<file path="src/rtl/multi_debouncer.sv">
// Multi-channel push-button debouncer.
// Each channel has a 2-flop synchronizer, a 4-state filter FSM and a window counter.
// EARLY=0 accepts a level only after it has been stable for the whole window.
// EARLY=1 follows the first edge at once and then ignores the input for the window.
module multi_debouncer #(
    parameter int CHANNELS     = 4,
    parameter int DELAY_CYCLES = 1_000_000,
    parameter bit EARLY        = 1'b0
) (
    input  logic                clk,
    input  logic                reset,
    input  logic [CHANNELS-1:0] din,
    output logic [CHANNELS-1:0] deb,
    output logic [CHANNELS-1:0] rise,
    output logic [CHANNELS-1:0] fall
);

    localparam int CW = (DELAY_CYCLES > 1) ? $clog2(DELAY_CYCLES) : 1;
    localparam logic [CW-1:0] DONE_VAL = CW'(DELAY_CYCLES - 1);

    typedef enum logic [1:0] {
        IDLE  = 2'd0,
        WAIT1 = 2'd1,
        ONE   = 2'd2,
        WAIT0 = 2'd3
    } state_t;

    logic [CHANNELS-1:0] sync1_q, sync2_q;
    state_t              state_q [CHANNELS];
    state_t              state_d [CHANNELS];
    logic [CW-1:0]       cnt_q   [CHANNELS];
    logic [CW-1:0]       cnt_d   [CHANNELS];
    logic [CHANNELS-1:0] deb_q, deb_d;
    logic [CHANNELS-1:0] rise_q, rise_d;
    logic [CHANNELS-1:0] fall_q, fall_d;

    // Two-flop synchronizer bringing the asynchronous inputs into the clk domain.
    always_ff @(posedge clk) begin
        if (reset) begin
            sync1_q <= '0;
            sync2_q <= '0;
        end else begin
            sync1_q <= din;
            sync2_q <= sync1_q;
        end
    end

    // Per-channel next state, window counter and registered output values.
    always_comb begin
        for (int unsigned ch = 0; ch < CHANNELS; ch++) begin
            state_d[ch] = state_q[ch];
            cnt_d[ch]   = '0;
            deb_d[ch]   = 1'b0;
            rise_d[ch]  = 1'b0;
            fall_d[ch]  = 1'b0;

            case (state_q[ch])
                IDLE: begin
                    if (sync2_q[ch]) state_d[ch] = WAIT1;
                end
                WAIT1: begin
                    if (!EARLY && !sync2_q[ch])         state_d[ch] = IDLE;
                    else if (cnt_q[ch] == DONE_VAL)     state_d[ch] = ONE;
                end
                ONE: begin
                    if (!sync2_q[ch]) state_d[ch] = WAIT0;
                end
                WAIT0: begin
                    if (!EARLY && sync2_q[ch])          state_d[ch] = ONE;
                    else if (cnt_q[ch] == DONE_VAL)     state_d[ch] = IDLE;
                end
                default: state_d[ch] = IDLE;
            endcase

            // Counter runs only while staying in the same WAIT state; any entry restarts it at 0.
            if ((state_q[ch] == WAIT1 && state_d[ch] == WAIT1) ||
                (state_q[ch] == WAIT0 && state_d[ch] == WAIT0)) begin
                cnt_d[ch] = cnt_q[ch] + 1'b1;
            end

            // Debounced level is decoded from the next state so it is registered alongside it.
            if (EARLY) deb_d[ch] = (state_d[ch] == WAIT1) || (state_d[ch] == ONE);
            else       deb_d[ch] = (state_d[ch] == ONE)   || (state_d[ch] == WAIT0);

            rise_d[ch] = deb_d[ch] & ~deb_q[ch];
            fall_d[ch] = ~deb_d[ch] & deb_q[ch];
        end
    end

    // State, counter and output registers; reset clears everything without a fall pulse.
    always_ff @(posedge clk) begin
        if (reset) begin
            for (int unsigned ch = 0; ch < CHANNELS; ch++) begin
                state_q[ch] <= IDLE;
                cnt_q[ch]   <= '0;
            end
            deb_q  <= '0;
            rise_q <= '0;
            fall_q <= '0;
        end else begin
            for (int unsigned ch = 0; ch < CHANNELS; ch++) begin
                state_q[ch] <= state_d[ch];
                cnt_q[ch]   <= cnt_d[ch];
            end
            deb_q  <= deb_d;
            rise_q <= rise_d;
            fall_q <= fall_d;
        end
    end

    assign deb  = deb_q;
    assign rise = rise_q;
    assign fall = fall_q;

endmodule

</file>
<file path="config.mk">
export PLATFORM = sky130hd
export DESIGN_NAME = multi_debouncer
export DESIGN_NICKNAME = d
export VERILOG_FILES = /design/src/rtl/multi_debouncer.sv
export SDC_FILE = /design/constraint.sdc
export NUM_CORES = 1
export LEC_CHECK = 0
export CORE_ASPECT_RATIO = 1.25
export CORE_MARGIN = 8
export CORE_UTILIZATION = 50
export DETAILED_ROUTE_END_ITERATION = 8
export GPL_TIMING_DRIVEN = 1
export PLACE_DENSITY = 0.74
export SLEW_MARGIN = 10
export SYNTH_ARGS = -nofsm -noshare
export SYNTH_HDL_FRONTEND = slang
export SYNTH_SLANG_ARGS = --single-unit
</file>
<file path="constraint.sdc">
create_clock -name clk -period 4.4 [get_ports clk]
set_input_delay 0.88 -clock clk [delete_from_list [all_inputs] [get_ports clk]]
set_output_delay 0.88 -clock clk [all_outputs]
set_load 0.02 [all_outputs]
</file>
==> results, run 1 <==
- The total negative setup slack is 0 ps.
- The x dimension of the die is between 100 and 150 um.
- The analysis attributes to cell leakage a power of approximately 1.6 nW.
- Counting buffers and inverters, the worst setup path is 6 cells deep.
- From bottom edge to top edge, the die measures 124 um.
- After synthesis, flip-flops and latches occupy between 40% and 50% of the total area.
- Across the VDD grid, the largest voltage drop is roughly 0.19 mV.
- The largest single stage delay on the critical path is roughly 850 ps.
- The power density over cell area is approximately 330 nW/um2.
- The required time of the worst setup path is around 4600 ps.
- The transition at the pin with the smallest max-transition slack is around 600 ps.
- The number of distinct library cells after synthesis is 49.
- The number of diodes added for antenna fixing is 0.
- Yosys mapped a number of flops with a built-in enable equal to 0.
- By count the netlist is led by 107 x dfxtp_1, 68 x nor2_1, 36 x nand2_1.
- The worst setup path is of the input port to flop kind.
- The fraction of synthesis flops using an asynchronous set or reset pin is 0%.
- Counting every net in the synthesized netlist gives between 500 and 600.
- Setup repair after global routing left no endpoint under its margin.
- The detail route stage leaves a number of antenna-violating nets equal to 0.
- The period utilization is 57.2%.
- The final cell count without fillers is roughly 660.
- The total iterations of the first detailed-routing run is 5.
- The first global-routing pass estimated approximately 15000 um of wire.
- For this block, the initial DRC count from the detailed router was 96.
- The synthesized design contains roughly 110 register bits.
- The yosys synthesis warning count is 0.
- Dividing the synthesized area by the synthesized cell count gives 9.07 um2.
- Setup violations remaining at the end of the flow were counted as 0.
- Entering global routing, the biggest net connects 21 pins.
- The number of slew-limit violations in the final report is 0.
- The final route contains between 3000 and 4000 vias.
- The final routed wire length divided by cell count is ~13 um.
- The data arrival time of the critical path is ~2700 ps.
- The quantity of hold-fixing buffers added after cts is 0.
- The tool flagged a number of max-cap violations equal to 0.
- The via count of the first global-routing pass is about 3500.
- The floorplan has 39 rows.
- The initial antenna violation count is 0.
- The most used standard cell by instance count after synthesis is dfxtp_1.
- Buffers inserted during clock tree synthesis total 9.
- The share of layout cells above drive strength 1 is under 10%.
- The mapped netlist covers between 4000 and 5000 um2.
- The worst setup path is captured at a flop.
- The clock tree buffer depth is 2.
- The proportion of netlist area held by the largest area contributor is between 40% and 50%.
- The cell with the largest stage delay on the worst path is clkdlybuf4s50_1.
- The H-tree was split into 3 levels.
- The die covers 12700 um2.
- The number of cells on the worst reg-to-reg path is 5.
- The mean number of vias per cell is 5.47.
- The most used flip-flop cell after synthesis is dfxtp_1.
- The post-route worst hold slack is approximately 440 ps.
- Of all cell types, the one taking the most synthesized area is dfxtp_1.
- The number of gates given a new drive strength after cts is 0.
- The total count of hold-check failures in the final report is 0.
- The count of input and output buffers is 17.
- The cell count of the worst hold path is 1.
- For this design, the sink count on the clock tree is about 110.
- The floorplan step defined a core boundary enclosing roughly 9100 um2.
- Subtracting the final worst setup slack from the clock period gives roughly 2500 ps.
- Global routing consumed, over all layers together, between 10% and 20% of the routing resources.
- At the end of routability-driven placement, the weighted congestion stood at ~0.8.
- The gate count after technology mapping is around 510.
- The placed wire-length estimate after detailed placement is a little over 6000 um.
- By area the synthesized netlist is led by dfxtp_1 46%, nor2_1 5.5%, xor2_1 5.5%.
- The TritonCTS clock tree is yes.
- Across the routed clock network, the largest skew measured is between 6 and 7 ps.
- For this configuration, the core starts out at a cell density of just over 50%.
- The family of cells with the greatest summed delay on the critical path is buffers and inverters.
- The worst setup path is launched from an input port.
- Timing would allow up to approximately 0.40 GHz.
- The type of the most critical hold path is flop to flop.
- The critical path buffer and inverter count is 3.
- Along the worst path, the maximum fanout reaches 20.
- The run finished with clean final reports.
- The final design area excluding fillers is approximately 5200 um2.
- The routed design has between 8000 and 9000 um of wire.
- The overall overflow remaining after global route is 0.
- The buffers inserted during post-CTS setup optimization is 0.
- In this run the clock root is driven by a clkbuf_16.
- Once placement finished, the instance area stood at about 5000 um2.
- At the later pin of the worst-skew pair, clock insertion delay measures roughly 340 ps.
- After clock tree synthesis, the clock-pin slew on the worst setup and hold paths is about 70 ps.
- The number of cells in the design after placement is approximately 640.
- The signal on the critical path passes through clkdlybuf4s50_1, inv_1, nand3_1, o21bai_1, buf_4, nor2_1.
- The final-stage net count is 539.
- The remaining routing DRC violations is 0.
- The top-level port count is 18.
- The worst slew slack as a fraction of its limit is 60.0%.
- Compared with the post-synthesis result, the final layout area differs by 11.7%.
## state kept, by name, indices dropped and copies added (netlist names)
register  flops
cnt_q        80
state_q       7
deb           4
fall          4
rise          4
sync1_q       4
sync2_q       4
## report_power, final
group	switching (W)	total [W]	internal, W
Combinational	0.00000918	0.0000169	0.00000775
Sequential	0.00000270	0.000975	0.000972
Clock	0.000333	0.000750	0.000416
Total	0.000345	0.00174	0.00140
## layout make-up
class / count / area (um2)
Tap cell: 123 / 154
Multi-Input combinational cell: 372 / 2360
Clock inverter: 3 / 21.3
Sequential cell: 107 / 2140
Fill cell: 841 / 3920
Inverter: 19 / 71.3
Clock buffer: 13 / 260
Timing Repair Buffer: 20 / 193
## cell usage in the layout (no fill, tap or decap), types with 5 or more instances in the layout
master           Yosys  routed
and3_1              10      10
or3_1               13      13
mux2_2               6       6
o21ai_0             14      14
and4_1               5       5
nor3_1               8       8
nor2b_1              9       9
a21oi_1             23      23
clkdlybuf4s50_1      0      17
nor4_1              10      10
nor3b_1              6       6
nand4_1             19      19
or4_1               11      11
mux2i_1              6       6
clkbuf_16            0       9
nand2_1             36      36
o31ai_1              9       9
nor2_1              68      68
inv_1               19      19
xnor2_1             24      24
dfxtp_1            107     107
nor4b_1              7       7
xor2_1              29      29
nand3_1             28      28
## cells by family after synthesis
kind of cell             Yosys count  synth area share, %
XOR/XNOR                          53                 9.96
AND/OR/NAND/NOR                  250                 30.0
multiplexers                      12                 2.74
buffers and inverters             35                 3.30
AO/OA/AOI/OAI                     53                 6.96
flip-flops                       107                 46.0
adder cells (fa/ha/maj)            4                 1.07
## stage by stage
stage / setup slack [ps] / util, % / total power (W)
2_1_floorplan: 2320 / - / 0.00101
3_3_place_gp: 1620 / 54.0 / 0.00101
3_5_place_dp: 1530 / 54.0 / 0.00101
4_1_cts: 1850 / 57.0 / 0.00176
5_1_grt: 1690 / 57.0 / 0.00180
6_report: 1880 / 57.0 / 0.00174
## metal layers
metal	GRT usage, %	wire length, um	part of all wire, %	vias up
met2	25.1	4290	50	44
met4	5.80	141	1.6	0
met5	0	0	0	-
li1	-	-	-	1831
met3	2.74	207	2.4	10
met1	16.7	3910	46	1709
## worst paths after layout
path / startpoint / to / slack (ps)
hold / removal: sync1_q[3] / sync2_q[3] / 440
setup reg to reg: cnt_q[3][0] / fall[3] / 2220
hold reg to reg: sync1_q[3] / sync2_q[3] / 440
setup / recovery: reset / cnt_q[2][10] / 1880
No activity file was read; power rests on OpenSTA's default activity.
==> inputs of run 2 (changes only) <==
--- a/config.mk
+++ b/config.mk
@@ -10,7 +10,7 @@
 export CORE_UTILIZATION = 50
 export DETAILED_ROUTE_END_ITERATION = 8
 export GPL_TIMING_DRIVEN = 1
-export PLACE_DENSITY = 0.74
+export PLACE_DENSITY = 0.77
 export SLEW_MARGIN = 10
 export SYNTH_ARGS = -nofsm -noshare
 export SYNTH_HDL_FRONTEND = slang
==> constraint.sdc (replaced) <==
create_clock -name clk -period 2.1 [get_ports clk]
set_input_delay 0.42 -clock clk [delete_from_list [all_inputs] [get_ports clk]]
set_output_delay 0.42 -clock clk [all_outputs]
set_load 0.02 [all_outputs]
==> run 2 against run 1 <==
Cell count increased by 2.1%. Design area increased by 2.3%. Sequential share of layout area decreased by 0.91 points. Via count increased by 1.4%. Routed wire length increased by 3.9%. Critical path depth decreased by 1. Worst hold slack improved by 8.6 ps. Register-to-register slack got worse by 2100 ps. Clock skew increased by 1.5 ps. Core utilization increased by 1.3 points. Clock power increased by 110%. Highest routed layer unchanged.
==> results, run 2 (synthesis results as in run 1) <==
- The hold path startpoint is sync1_q[1].
- The highest fanout seen on the critical path was 5 (-75%).
- The cell count of the worst hold path was 1 (unchanged).
- The part of the total power dissipated in the clock network is 43.1% (about the same).
- The data arrival time of the critical path is 2250 ps (-490 ps).
- The number of cells on the worst reg-to-reg path is 5 (unchanged).
- The latest clock arrival within the worst-skew pair was 350 ps (about the same).
- The required time of the worst setup path is 2330 ps (-2290 ps).
- The footprint of the multi-input gates is 2360 um2 (unchanged).
- The final-stage net count is 554 (+2.8%).
- The power density over cell area is 687 nW/um2 (+110%).
- In this run the clock root is driven by a clkbuf_16.
- The critical path is of the flop to flop type.
- The clock-pin slew reported for the worst setup and hold paths after clock tree synthesis is 70 ps (about the same).
- The synthesis-to-layout area growth is 14.2%.
- The worst ir drop on vdd is 0.317 mV (+68%).
- The initial cell density of the core is 51.1% (unchanged).
- The post-route worst hold slack is 446 ps (+8.61 ps).
- The top-level port count was 18 (unchanged).
- The count of input and output buffers is 17 (unchanged).
- The part of the total power dissipated in sequential elements came to 55.9% (about the same).
- The transition at the pin with the smallest max-transition slack is 564 ps (-33.9 ps).
- The x dimension of the die is 102 um (unchanged).
- The total iterations of the first detailed-routing run is 5 (unchanged).
- The critical path starts at cnt_q[3][0].
- After layout, the worst path uses 96.3% of the clock period.
- The die area is 12700 um2 (unchanged).
- The initial antenna violation count is 0 (unchanged).
- The via count of the first global-routing pass was 3583 (+3.5%).
- The detailed route wirelength on metal3 was 300 um (+45%).
- The number of flip-flops in the largest register was 80 (unchanged).
- The final setup violation count came to 0 (unchanged).
- The number of rows in the core area is 39 (unchanged).
- The smallest clock period supported by the final layout is computed as roughly 2000 ps.
- The clock tree buffer depth was 2 (unchanged).
- The buffers inserted during post-CTS setup optimization is 0 (unchanged).
- The final weighted congestion in routability-driven placement is 0.833 (+5.4%).
- The share of layout cells above drive strength 1 is 9.67% (+2.7 points).
- The top routing layer in use is met4.
- The largest net degree at the start of global routing is 20 (-4.8%).
- The register with the most flip-flops is cnt_q.
- The internal portion of total power is 0.00287 W (+110%).
- The remaining routing DRC violations is 0 (unchanged).
- The combinational share of power is 1.0% (about the same).
- The final routed wirelength across all metal layers is 8880 um (+3.9%).
- The total design power is 0.00366 W (+110%).
- The TritonCTS buffer count is 9 (unchanged).
- The number of inserted filler cells in the final layout came to 800 (-4.9%).
- The wire length of the first global-routing pass came to 15500 um (+4.3%).
- The switching component of the power came to 0.000790 W (+130%).
- The fmax is 0.495 GHz.
- The DRC violation total after the first TritonRoute iteration is 134 (+40%).
- The global-route total usage across every layer is 15.1% (+0.75 points).
- The core footprint came to 9130 um2 (unchanged).
- The worst-case clock skew came to 8.08 ps (+1.55 ps).
- Leaving out fill and tap cells, the most frequent cell in the layout is dfxtp_1.
- The number of slew-limit violations in the final report is 0 (unchanged).
- The final routed wire length divided by cell count is 13.2 um (+1.7%).
- The startpoint of the worst register-to-register path is cnt_q[3][0].
- The residual antenna-violating net count after detailed routing is 0 (unchanged).
- In the layout the commonest cells are 107 x dfxtp_1, 68 x nor2_1, 36 x nand2_1.
- The number of diodes added for antenna fixing was 0 (unchanged).
- For hold timing, the worst endpoint is sync2_q[1].
- The wire length on met2 is 4440 um (+3.6%).
- The TritonCTS clock tree is yes.
- The largest registers in the layout are cnt_q x80, state_q x7.
- The quantity of hold-fixing buffers added after cts is 0 (unchanged).
- The total negative setup slack is 0 ps (unchanged).
- The total count of hold-check failures in the final report is 0 (unchanged).
- The max-cap check violation count is 0 (unchanged).
- The sequential standard cell area is 2140 um2 (unchanged).
- The worst setup path is captured at a flop.
- The mean number of vias per cell came to 5.43 (-0.75%).
- The total via count after detailed routing is 3643 (+1.4%).
- The leakage power of the design is 1.70 nW (+4.9%).
- The worst slew slack as a fraction of its limit is 62.1% (+2.0 points).
- The switching portion of total power is 21.6% (+1.8 points).
- The number of sinks driven by the clock tree is 107 (unchanged).
- The length of routed wiring on met1 is 3960 um (+1.3%).
- The end of the worst register-to-register path is fall[3].
- STA classifies the critical path startpoint as a flop.
- The number of gates given a new drive strength after cts is 0 (unchanged).
- The vertical die dimension was 124 um (unchanged).
- The overall overflow remaining after global route is 0 (unchanged).
- Setup repair after global routing left no endpoint under its margin.
- The type of the most critical hold path is flop to flop.
- The placed wire-length estimate after detailed placement is 6370 um (+4.5%).
- The setup slack on the worst flop-to-flop path is 80 ps (-2140 ps).
- The H-tree level count came to 3 (unchanged).
- The run finished with clean final reports.
[run 2: changes by cell type in the layout (fill, tap and decap cells not counted), sizes merged]
cell / delta
inv: +2
buf: +15
clkinv: +2
clkinvlp: -1
clkbuf: -4
[run 2: stage by stage]
stage / cell area, um2 / util [%] / instances / setup slack, ps
6_report: 5320 / 58.3 / 671 / 77.9
5_1_grt: 5320 / 58.3 / 671 / 20.0
4_1_cts: 5320 / 58.3 / 671 / 69.7
3_5_place_dp: 5050 / 55.3 / 656 / 111
3_3_place_gp: 5050 / 55.3 / 656 / 176
2_1_floorplan: 4660 / - / 514 / 79.7
[run 2: layout make-up]
| type | count | area share (%) |
|---|---|---|
| multi-input combinational | 372 | 44.4 |
| tap | 123 | 2.89 |
| clock inverter | 6 | 0.917 |
| inverter | 19 | 1.34 |
| sequential | 107 | 40.2 |
| timing repair buffer | 35 | 5.97 |
| clock buffer | 9 | 4.23 |
[run 2: critical path, cell delays in order, from the launching register on]
cell and delay, ps:
dfxtp_1 390, ha_1 250, nand3_4 80, or4_4 560, nor3_4 250, mux2_2 370
[run 2: how the worst max path moves through the flow]
stage | endpoint | slack (ps) | cells past startpoint
CTS | rise[3] | 70 | 5
floorplan | fall[3] | 80 | 5
detailed placement | fall[3] | 110 | 5
global placement | cnt_q[0][18] | 180 | 6
global route | fall[3] | 20 | 5
finish | fall[3] | 80 | 5
[run 2: metal layers]
metal | GRT usage [%] | up-vias
met3 | 3.86 | 15
met1 | 16.6 | 1712
met5 | 0 | -
li1 | - | 1875
met2 | 26.4 | 41
met4 | 7.18 | 0
[run 2: power groups by stage]
stage          clock network (W)   logic, W  registers, W
6_report                 0.00158  0.0000378       0.00204
2_1_floorplan                  0  0.0000227       0.00209
3_3_place_gp                   0  0.0000363       0.00209
5_1_grt                  0.00171  0.0000418       0.00204
4_1_cts                  0.00161  0.0000380       0.00204
3_5_place_dp                   0  0.0000377       0.00209
